File: src/rtl/adder_operand_sequencer.sv
// Operand sequencer wrapped around a combinational 16-bit adder.
// It pairs A then B words, registers the result and keeps a saturating overflow count.
// Build option: ADDSEQ_SATURATE_EN clamps the sum to all ones when the addition overflows.
module adder_operand_sequencer #(
    parameter int WIDTH     = 16,
    parameter int CNT_WIDTH = 8
) (
    input  logic                 clk,
    input  logic                 rst,
    input  logic [WIDTH-1:0]     in_data,
    input  logic                 in_carry,
    input  logic                 in_valid,
    output logic                 in_ready,
    output logic [WIDTH-1:0]     add_a,
    output logic [WIDTH-1:0]     add_b,
    output logic                 add_carry_in,
    input  logic [WIDTH-1:0]     add_sum,
    input  logic                 add_overflow,
    output logic [WIDTH-1:0]     out_sum,
    output logic                 out_overflow,
    output logic                 out_valid,
    input  logic                 out_ready,
    output logic [CNT_WIDTH-1:0] ovf_count
);

    typedef enum logic [1:0] {
        S_LOAD_A = 2'd0,
        S_LOAD_B = 2'd1,
        S_ADD    = 2'd2,
        S_DONE   = 2'd3
    } state_t;

    state_t               r_state;
    state_t               w_state_next;

    logic [WIDTH-1:0]     r_a;
    logic [WIDTH-1:0]     r_b;
    logic                 r_cin;
    logic [WIDTH-1:0]     r_sum;
    logic                 r_ovf;
    logic [CNT_WIDTH-1:0] r_cnt;

    logic                 w_load_a;
    logic                 w_load_b;
    logic                 w_capture;
    logic [WIDTH-1:0]     w_result;
    logic                 w_cnt_at_max;

`ifdef ADDSEQ_SATURATE_EN
    assign w_result = add_overflow ? {WIDTH{1'b1}} : add_sum;
`else
    assign w_result = add_sum;
`endif

    assign w_cnt_at_max = (r_cnt == {CNT_WIDTH{1'b1}});

    // Next-state and Moore handshake outputs
    always_comb begin
        w_state_next = r_state;
        w_load_a     = 1'b0;
        w_load_b     = 1'b0;
        w_capture    = 1'b0;
        in_ready     = 1'b0;
        out_valid    = 1'b0;
        case (r_state)
            S_LOAD_A: begin
                in_ready = 1'b1;
                if (in_valid) begin
                    w_load_a     = 1'b1;
                    w_state_next = S_LOAD_B;
                end
            end
            S_LOAD_B: begin
                in_ready = 1'b1;
                if (in_valid) begin
                    w_load_b     = 1'b1;
                    w_state_next = S_ADD;
                end
            end
            S_ADD: begin
                w_capture    = 1'b1;
                w_state_next = S_DONE;
            end
            S_DONE: begin
                out_valid = 1'b1;
                if (out_ready) begin
                    w_state_next = S_LOAD_A;
                end
            end
            default: begin
                w_state_next = S_LOAD_A;
            end
        endcase
    end

    always_ff @(posedge clk) begin
        if (rst) begin
            r_state <= S_LOAD_A;
            r_a     <= '0;
            r_b     <= '0;
            r_cin   <= 1'b0;
            r_sum   <= '0;
            r_ovf   <= 1'b0;
            r_cnt   <= '0;
        end else begin
            r_state <= w_state_next;
            if (w_load_a) begin
                r_a <= in_data;
            end
            // Carry-in travels with the B word only
            if (w_load_b) begin
                r_b   <= in_data;
                r_cin <= in_carry;
            end
            if (w_capture) begin
                r_sum <= w_result;
                r_ovf <= add_overflow;
                if (add_overflow && !w_cnt_at_max) begin
                    r_cnt <= r_cnt + {{(CNT_WIDTH-1){1'b0}}, 1'b1};
                end
            end
        end
    end

    assign add_a        = r_a;
    assign add_b        = r_b;
    assign add_carry_in = r_cin;
    assign out_sum      = r_sum;
    assign out_overflow = r_ovf;
    assign ovf_count    = r_cnt;

endmodule

File: config.mk
export PLATFORM = sky130hd
export DESIGN_NAME = adder_operand_sequencer
export DESIGN_NICKNAME = d
export VERILOG_FILES = /design/src/rtl/adder_operand_sequencer.sv
export SDC_FILE = /design/constraint.sdc
export NUM_CORES = 1
export LEC_CHECK = 0
export BUFFER_PORTS_ARGS = -buffer_cell sky130_fd_sc_hd__buf_2
export CAP_MARGIN = 15
export CORE_MARGIN = 5
export CORE_UTILIZATION = 50
export CTS_CLUSTER_SIZE = 12
export DETAILED_ROUTE_END_ITERATION = 6
export GPL_TIMING_DRIVEN = 0
export PLACE_DENSITY = 0.81
export SLEW_MARGIN = 20
export SYNTH_ARGS = -nofsm -noshare
export SYNTH_HDL_FRONTEND = slang
export SYNTH_SLANG_ARGS = --single-unit
File: constraint.sdc
create_clock -name clk -period 3.66 [get_ports clk]
set_clock_uncertainty 0.2 [all_clocks]
set_input_delay 0.183 -clock clk [delete_from_list [all_inputs] [get_ports clk]]
set_output_delay 0.183 -clock clk [all_outputs]
set_load 0.01 [all_outputs]
==> impl_metrics.tcl, run 1 <==
set metrics [dict create \
    dieArea_mm2 0.006001 \
    layout_min_cycle_time_ps 1859 \
    final_antenna_net_count 0 \
    dp_hpwl_um 4076 \
    crit_arrival_ps 1910 \
    final_cell_mix "buf_2 (100), nand2_1 (69), dfxtp_1 (60)" \
    setup_violations 0 \
    drive_gt1_frac 0.2980 \
    worstHoldPathType "input port to flip-flop" \
    ir_drop_v 0.0004393 \
    vias 2273 \
    seq_area_mm2 0.001201 \
    finalWorstSetupSlack_ps 1801 \
    worstHoldStart "add_overflow" \
    grt_max_degree 11 \
    worst_pin_slew_ps 523.6 \
    avgRoutedWirePerCell_um 13.59 \
    fmax_mhz 538.1 \
    nFillCells 326 \
    ys_top_cells_by_area "dfxtp_1 (53%), nand2_1 (11%), mux2i_1 (7.9%)" \
    critical_path_class "flip-flop to flip-flop" \
    cts_tree "built" \
    syn_to_final_growth_pct 48.21 \
    drv_cap 0 \
    tns_ps 0 \
    dieWidth_um 77.47 \
    rows 24 \
    grt_pass1_wl_um 10360 \
    wirelength_um 6222 \
    final_hold_viol_count 0 \
    clock-sinks 60 \
    worst_r2r_path_depth 6 \
    core_area_mm2 0.004384 \
    overflow 0 \
    whs_ps 111.4 \
    grtUsageTotal 0.2137 \
    hold_depth 4 \
    yosysWarnings 0 \
    synth.top_cell.area_share 0.5278 \
    drv_slew 0 \
    powerDensity_mw_per_mm2 634.6 \
    cp_max_fo 10 \
    grt_pass1_vias 2219 \
    start_kind "flip-flop" \
    required_ps 3710 \
    r2r_start "r_state[0]" \
    clockRootBuffer "clkbuf_8" \
    mostFrequentLayoutCell "buf_2" \
    status "completed" \
    crit_path_end_kind "flip-flop" \
    cts_max_level 3 \
    fin_crit_sh 0.5078 \
    syn_area_mm2 0.002276 \
    multi_input_area_um2 987.2 \
    die_h_um 77.47 \
    gp_congestion 0.8477 \
    vias_per_cell 4.963 \
    final_nets 445 \
    leakagePower_uw 0.001552 \
    io_pins 98 \
    pre_cts_slack_ps 1802 \
    drc 0 \
    synth-seq-cells 60 \
    yosys.cell_types.count 25 \
    yosysTopAreaCell "dfxtp_1" \
    clock_path_buffers 2 \
    rsz0062_at_grt "no" \
    synth.avg_cell_area_um2 8.720 \
    cts_inserted_buffers 9 \
    drt-pass1-iter-count 4 \
    insertion_delay_ps 330 \
    cts_setup_buffers 0 \
    clk_pin_slew_ps 60 \
    synth_nets 305 \
    io_buffers 96 \
    crit_path_start "r_state[0]" \
    antenna_found_initial 0 \
    n_antenna_cell 0 \
    drtIter0Drc 67 \
    start_util 0.5191 \
    slew_headroom 0.6509 \
    syn_inst 261 \
    yosysSeqAreaShare 0.5278 \
]
==> repair_timing <==
action,4_1_cts,5_1_grt
resized for setup,0,0
hold buffers,33,0
endpoints found under the hold margin,49,0
setup endpoints to repair,0,0
==> sequential cells by signal, indices dropped and copies added, names as in the netlist <==
register      cells
r_state           2
out_sum          16
add_carry_in      1
out_overflow      1
add_b            16
add_a            16
ovf_count         8
==> critical path, stage by stage, from the launching register on <==
cell,delay [ps]
dfxtp_1,360
inv_1,100
ha_1,230
nand2_1,210
clkbuf_1,390
nand2_1,120
a21oi_1,170
==> synth_stat cells (all sizes together) <==
library cell and count:
a211oi 3, a21bo 1, a21oi 35, and2 3, and3 1, and4 2
buf 5, clkbuf 10, dfxtp 60, ha 6, inv 6, mux2i 18
nand2 69, nand3 2, nand4 2, nor2 26, nor3 1, o211ai 2
o22ai 1, o41ai 1, or4 1, xnor2 3, xor2 3
==> worst paths after layout <==
| path | slack (ps) | to |
|---|---|---|
| hold / removal | 110 | out_overflow |
| hold reg to reg | 250 | add_b[1] |
| setup reg to reg | 1800 | add_a[7] |
| setup / recovery | 1800 | add_a[7] |
==> power by group <==
part	switching, µW	internal, µW	leakage (µW)	total [µW]
logic	386	286	0.000952	672
clock network	248	388	0.000112	635
registers	62.4	771	0.000488	833
==> cell families (layout without fill, tap and decap cells) <==
kind of cell               count (synthesis)  count (layout)  share of synthesized area
AOI/OAI and AO/OA                         43              43                     0.1045
xor gates and xnor gates                   6               6                    0.02309
adders and majority gates                  6               6                    0.03298
buffers and inverters                     21             166                    0.03849
DFF                                       60              60                     0.5278
muxes                                     18              18                    0.07916
and+or+nand+nor                          107             107                     0.1941
==> per-stage QoR <==
stage                     utilization  instances  power [µW]  area (µm²)
after global routing           0.7694        458        2277        3373
final                          0.7694        458        2141        3373
after floorplan                     -        261        1262        2276
after global placement         0.6436        409        1469        2821
after detailed placement       0.6436        409        1488        2821
after CTS                      0.7694        458        2152        3373
==> final cells by class <==
type,instances,area share
clock inverters,3,0.01261
flip-flops and latches,60,0.3561
repair buffers,129,0.2404
clock buffers,13,0.05304
well taps,52,0.01929
plain buffers,15,0.01929
inverters,6,0.006677
multi-input cells,180,0.2927
==> metal layers <==
metal / track usage / vias up / routed length (µm)
met5: 0 / - / 0
met2: 0.3712 / 78 / 3138
met4: 0.1082 / 0 / 172
met1: 0.2433 / 1043 / 2556
li1: - / 1137 / -
met3: 0.05093 / 15 / 354
Power figures use the tool's default switching activity.
==> run 2: changes to the inputs <==
--- a/config.mk
+++ b/config.mk
@@ -8,11 +8,11 @@
 export BUFFER_PORTS_ARGS = -buffer_cell sky130_fd_sc_hd__buf_2
 export CAP_MARGIN = 15
 export CORE_MARGIN = 5
-export CORE_UTILIZATION = 50
+export CORE_UTILIZATION = 47
 export CTS_CLUSTER_SIZE = 12
 export DETAILED_ROUTE_END_ITERATION = 6
 export GPL_TIMING_DRIVEN = 0
-export PLACE_DENSITY = 0.81
+export PLACE_DENSITY = 0.77
 export SLEW_MARGIN = 20
 export SYNTH_ARGS = -nofsm -noshare
 export SYNTH_HDL_FRONTEND = slang
==> constraint.sdc (replaced) <==
create_clock -name clk -period 1.8 [get_ports clk]
set_clock_uncertainty 0.2 [all_clocks]
set_input_delay 0.09 -clock clk [delete_from_list [all_inputs] [get_ports clk]]
set_output_delay 0.09 -clock clk [all_outputs]
set_load 0.01 [all_outputs]
==> impl_metrics.tcl, run 2 (synthesis gave the netlist of run 1 again) <==
set metrics [dict create \
    layout_min_cycle_time_ps 1705 \
    dpl_cell_area_mm2 0.002840 \
    crit_arrival_ps 1760 \
    vias 2273 \
    leakagePower_uw 0.001514 \
    drt-pass1-iter-count 4 \
    clock_path_buffers 2 \
    required_ps 1850 \
    start_kind "flip-flop" \
    final_hold_viol_count 0 \
    core_area_mm2 0.004723 \
    cts_inserted_buffers 9 \
    critPathMaxStageDelay_ps 450 \
    clockRootBuffer "clkbuf_8" \
    avgRoutedWirePerCell_um 13.77 \
    crit_chain "inv_2, ha_2, nand4_1, or4_1, a21oi_1" \
    worst_pin_slew_ps 540.9 \
    rsz0062_at_grt "no" \
    cts_setup_buffers 0 \
    slew_headroom 0.6394 \
    syn_to_final_growth_pct 46.95 \
    clock-sinks 60 \
    rows 25 \
    io_buffers 96 \
    fmax_mhz 586.5 \
    drtIter0Drc 87 \
    mostFrequentLayoutCell "buf_2" \
    powerDensity_mw_per_mm2 1230 \
    drive_gt1_frac 0.3085 \
    io_pins 98 \
    vias_per_cell 4.846 \
    die_h_um 79.59 \
    cts_tree "built" \
    grt_max_degree 18 \
    setup_violations 0 \
    dieArea_mm2 0.006334 \
    final_cell_mix "buf_2 (98), nand2_1 (67), dfxtp_1 (60)" \
    power_uw 4113 \
    design_area_mm2 0.003344 \
    cp_max_fo 4 \
    antenna_found_initial 0 \
    cpMaxStageDelayCell "or4_1" \
    critical_path.top_delay_family "simple AND/OR/NAND/NOR gates" \
    gp_congestion 0.7746 \
    grt_pass1_vias 2247 \
    crit_path_end_kind "flip-flop" \
    overflow 0 \
    drv_slew 0 \
    ir_drop_v 0.0006814 \
    final_antenna_net_count 0 \
    grtUsageTotal 0.2113 \
    status "completed" \
    worstHoldPathType "input port to flip-flop" \
    dp_hpwl_um 4119 \
    n_antenna_cell 0 \
    grt_pass1_wl_um 10410 \
    cts_max_level 3 \
    fin_crit_sh 0.9472 \
    whs_ps 17.09 \
    clk_pin_slew_ps 60 \
    wirelength_um 6457 \
    drc 0 \
    insertion_delay_ps 320 \
    path_buf_inv 1 \
    start_util 0.4819 \
    dieWidth_um 79.59 \
    drv_cap 0 \
    critical_path_class "flip-flop to flip-flop" \
    final_nets 441 \
]
## run 2: worst paths after layout
kind | startpoint | to | slack [ps] | cells after the start
hold reg to reg | add_a[11] | add_a[11] | 250 | 2
setup / recovery | r_state[0] | ovf_count[7] | 100 | 5
setup reg to reg | r_state[0] | ovf_count[7] | 100 | 5
hold / removal | add_overflow | out_overflow | 20 | 4
## run 2: routing by layer
metal / global-route usage / vias up / part of all wire
met2: 0.3614 / 96 / 0.51
met1: 0.2496 / 1033 / 0.40
met3: 0.04628 / 16 / 0.069
met4: 0.09966 / 0 / 0.024
li1: - / 1128 / -
met5: 0 / - / 0
## run 2: worst min-delay path, cell delays in order
cell and delay [ps]:
buf_2 100, and2_1 190, a21oi_1 60, nor2_1 70
## run 2: area by class of cell
| class | instances | area [µm²] |
|---|---|---|
| fill | 371 | 1379 |
| sequential | 60 | 1201 |
| multi-input combinational | 180 | 1008 |
| timing repair buffer | 129 | 810.8 |
| clock buffer | 14 | 152.6 |
| tap | 67 | 83.83 |
| buffer | 11 | 55.05 |
| inverter | 6 | 22.52 |
| clock inverter | 2 | 10.01 |
## run 2: power by group
| part | total, µW | leakage, µW | internal [µW] | switching [µW] |
|---|---|---|---|---|
| sequential | 1700 | 0.000488 | 1570 | 131 |
| clock | 1020 | 0.0000844 | 535 | 487 |
| combinational | 1390 | 0.000941 | 590 | 802 |
| total | 4110 | 0.00151 | 2690 | 1420 |
## run 2: repair_timing
action                                 in CTS  in global routing
resized for setup                           1                  9
cloned                                      0                  0
setup endpoints to repair                  30                 32
hold buffers                               33                  0
endpoints found under the hold margin      49                  0
## run 2: through the flow
stage,setup TNS [ps],setup WS [ps],std cells,util
2_1_floorplan,0,182.8,261,-
3_3_place_gp,-3.470,-3.470,424,0.6013
3_5_place_dp,-429.6,-48.93,424,0.6013
4_1_cts,0,0.3587,470,0.7038
5_1_grt,0,8.278,469,0.7081
6_report,0,95.01,469,0.7081
==> run 3: changes to the inputs <==
--- a/config.mk
+++ b/config.mk
@@ -5,6 +5,7 @@
 export SDC_FILE = /design/constraint.sdc
 export NUM_CORES = 1
 export LEC_CHECK = 0
+export ABC_AREA = 1
 export BUFFER_PORTS_ARGS = -buffer_cell sky130_fd_sc_hd__buf_2
 export CAP_MARGIN = 15
 export CORE_MARGIN = 5
==> impl_metrics.tcl, run 3 <==
set metrics [dict create \
    core_area_mm2 0.004755 \
    drv_slew 0 \
    grt_pass1_wl_um 10740 \
    wirelength_um 6553 \
    worst_pin_slew_ps 414.2 \
    syn_area_mm2 0.002330 \
    dp_hpwl_um 4363 \
    multi_input_area_mm2 0.001023 \
    seqPwrFrac 0.402 \
    cp_max_fo 4 \
    gp_congestion 0.8387 \
    synth.avg_cell_area_um2 7.638 \
    drv_cap 0 \
    internal_power_uw 2988 \
    insertion_delay_ps 330 \
    clock-sinks 60 \
    overflow 0 \
    fin_cells 521 \
    synth_nets 349 \
    nFillCells 416 \
    finalWorstSetupSlack_ps 83.25 \
    cts_inserted_buffers 9 \
    clockPowerShare 0.242 \
    rows 25 \
    drt-pass1-iter-count 4 \
    ys_top_cells_by_area "dfxtp_1 (52%), nor2_1 (18%), o21ai_0 (11%)" \
    placedCellCount 469 \
    p_sw_frac 0.3588 \
    required_ps 1510 \
    design_area_mm2 0.003472 \
    powerDensity_mw_per_mm2 1342 \
    seq_area_mm2 0.001202 \
    yosysSeqAreaShare 0.5156 \
    ir_drop_v 0.0009307 \
    slew_headroom 0.7239 \
    crit_arrival_ps 1430 \
    vias 2458 \
    n_antenna_cell 0 \
    dieArea_mm2 0.006465 \
    critical_path_class "flip-flop to primary output" \
    grt_pass1_vias 2377 \
    synthTopCellsByCount "nor2_1 (109), dfxtp_1 (60), o21ai_0 (52)" \
    mostFrequentLayoutCell "nor2_1" \
    layout_min_cycle_time_ps 1717 \
    io_buffers 97 \
    yosys.cell_types.count 24 \
    synth.top_cell.area_share 0.5156 \
    start_util 0.4900 \
    p_comb_frac 0.356 \
    grtUsageTotal 0.2118 \
    drive_gt1_frac 0.2996 \
    pre_cts_slack_ps -6.030 \
    synth_edf_count 0 \
    antenna_found_initial 0 \
    crit_path_end_kind "primary output" \
    status "completed" \
    fin_crit_sh 0.9538 \
    clock_path_buffers 2 \
    yosysWarnings 0 \
    setup_violations 0 \
    io_pins 98 \
    start_kind "flip-flop" \
    vias_per_cell 4.718 \
    final_hold_viol_count 0 \
    cts_max_level 3 \
    clockRootBuffer "clkbuf_8" \
    yosysTopAreaCell "dfxtp_1" \
    clk_pin_slew_ps 70 \
    final_cell_mix "nor2_1 (109), buf_2 (100), dfxtp_1 (59)" \
    grt_max_degree 11 \
    async_flop_share 0 \
    die_h_um 80.41 \
    p_switching_uw 1672 \
    final_antenna_net_count 0 \
    drtIter0Drc 83 \
    fmax_mhz 582.5 \
    syn_to_final_growth_pct 49.03 \
    syn_inst 305 \
    ys.flop_type "dfxtp_1" \
    leakagePower_uw 0.001696 \
    dieWidth_um 80.41 \
    yosysMostFrequentCell "nor2_1" \
    rsz0062_at_grt "no" \
    avgRoutedWirePerCell_um 12.58 \
    drc 0 \
    dpl_cell_area_mm2 0.002899 \
    worstHoldPathType "input port to flip-flop" \
    final_nets 495 \
    synth-seq-cells 60 \
    cts_tree "built" \
]
run 3: cell types whose count changed in the layout (fill, tap and decap cells not counted), moves of 6 or more:
cell	delta
inv_1	+6
mux2i_1	-18
clkbuf_1	-7
nand3_1	+6
nand2_1	-45
o21ai_0	+52
a21oi_1	-30
nor2_1	+83
run 3: through the flow:
| step | hold WS, ps | utilization | total power [µW] | setup TNS [ps] |
|---|---|---|---|---|
| 6_report | 27.43 | 0.7303 | 4660 | 0 |
| 5_1_grt | 42.48 | 0.7303 | 5002 | 0 |
| 4_1_cts | 0.2618 | 0.7237 | 4619 | 0 |
| 3_5_place_dp | 117.5 | 0.6097 | 3419 | -6.030 |
| 3_3_place_gp | 111.1 | 0.6097 | 3379 | 0 |
| 2_1_floorplan | -47.56 | - | 2809 | 0 |
run 3: area by class of cell:
type	count	share of cell area
Tap cell	67	0.02414
Buffer	11	0.01514
Clock inverter	5	0.01586
Sequential cell	60	0.3463
Multi-Input combinational cell	218	0.2948
Inverter	15	0.01802
Timing Repair Buffer	136	0.2501
Clock buffer	9	0.03568
run 3: per-layer routing:
metal / wire [µm] / part of all wire / track usage / up-vias
met5: 0 / 0 / 0 / -
met4: 79 / 0.012 / 0.07432 / 0
met3: 537 / 0.082 / 0.06278 / 6
met2: 3297 / 0.50 / 0.3742 / 81
met1: 2638 / 0.40 / 0.2406 / 1106
li1: - / - / - / 1265
run 3: power by group through the flow:
| stage | clock [µW] | combinational [µW] | sequential, µW |
|---|---|---|---|
| final | 1130 | 1660 | 1870 |
| after global routing | 1220 | 1860 | 1920 |
| after global placement | 0 | 1490 | 1880 |
| after detailed placement | 0 | 1530 | 1890 |
| after CTS | 1150 | 1600 | 1870 |
| after floorplan | 0 | 765 | 2040 |
run 3: repair_timing:
item	4_1_cts	5_1_grt
hold buffers	36	0
pin swaps	0	0
hold endpoints to repair	56	0
setup buffers	0	3
resized for setup	1	11
endpoints found under the setup margin	5	33
run 3: final timing paths:
kind              slack (ps)           end         start  cells past startpoint
setup / recovery          80      in_ready    r_state[1]                      4
hold / removal            30      add_a[0]      in_valid                      4
setup reg to reg         160  ovf_count[6]    r_state[0]                      8
hold reg to reg          270  out_overflow  out_overflow                      2
run 3: kinds of logic after synthesis:
logic type / after synthesis / share of synthesized area
DFF: 60 / 0.5156
buffers and inverters: 27 / 0.04619
adders and majority gates: 6 / 0.03222
xor gates and xnor gates: 1 / 0.003760
and+or+nand+nor: 152 / 0.2728
AOI/OAI and AO/OA: 59 / 0.1294
run 3: worst max-delay path, cell delays in order, from the launching register on:
cell and delay [ps]:
dfxtp_1 350, inv_1 90, ha_1 210, or2_2 300, buf_2 150
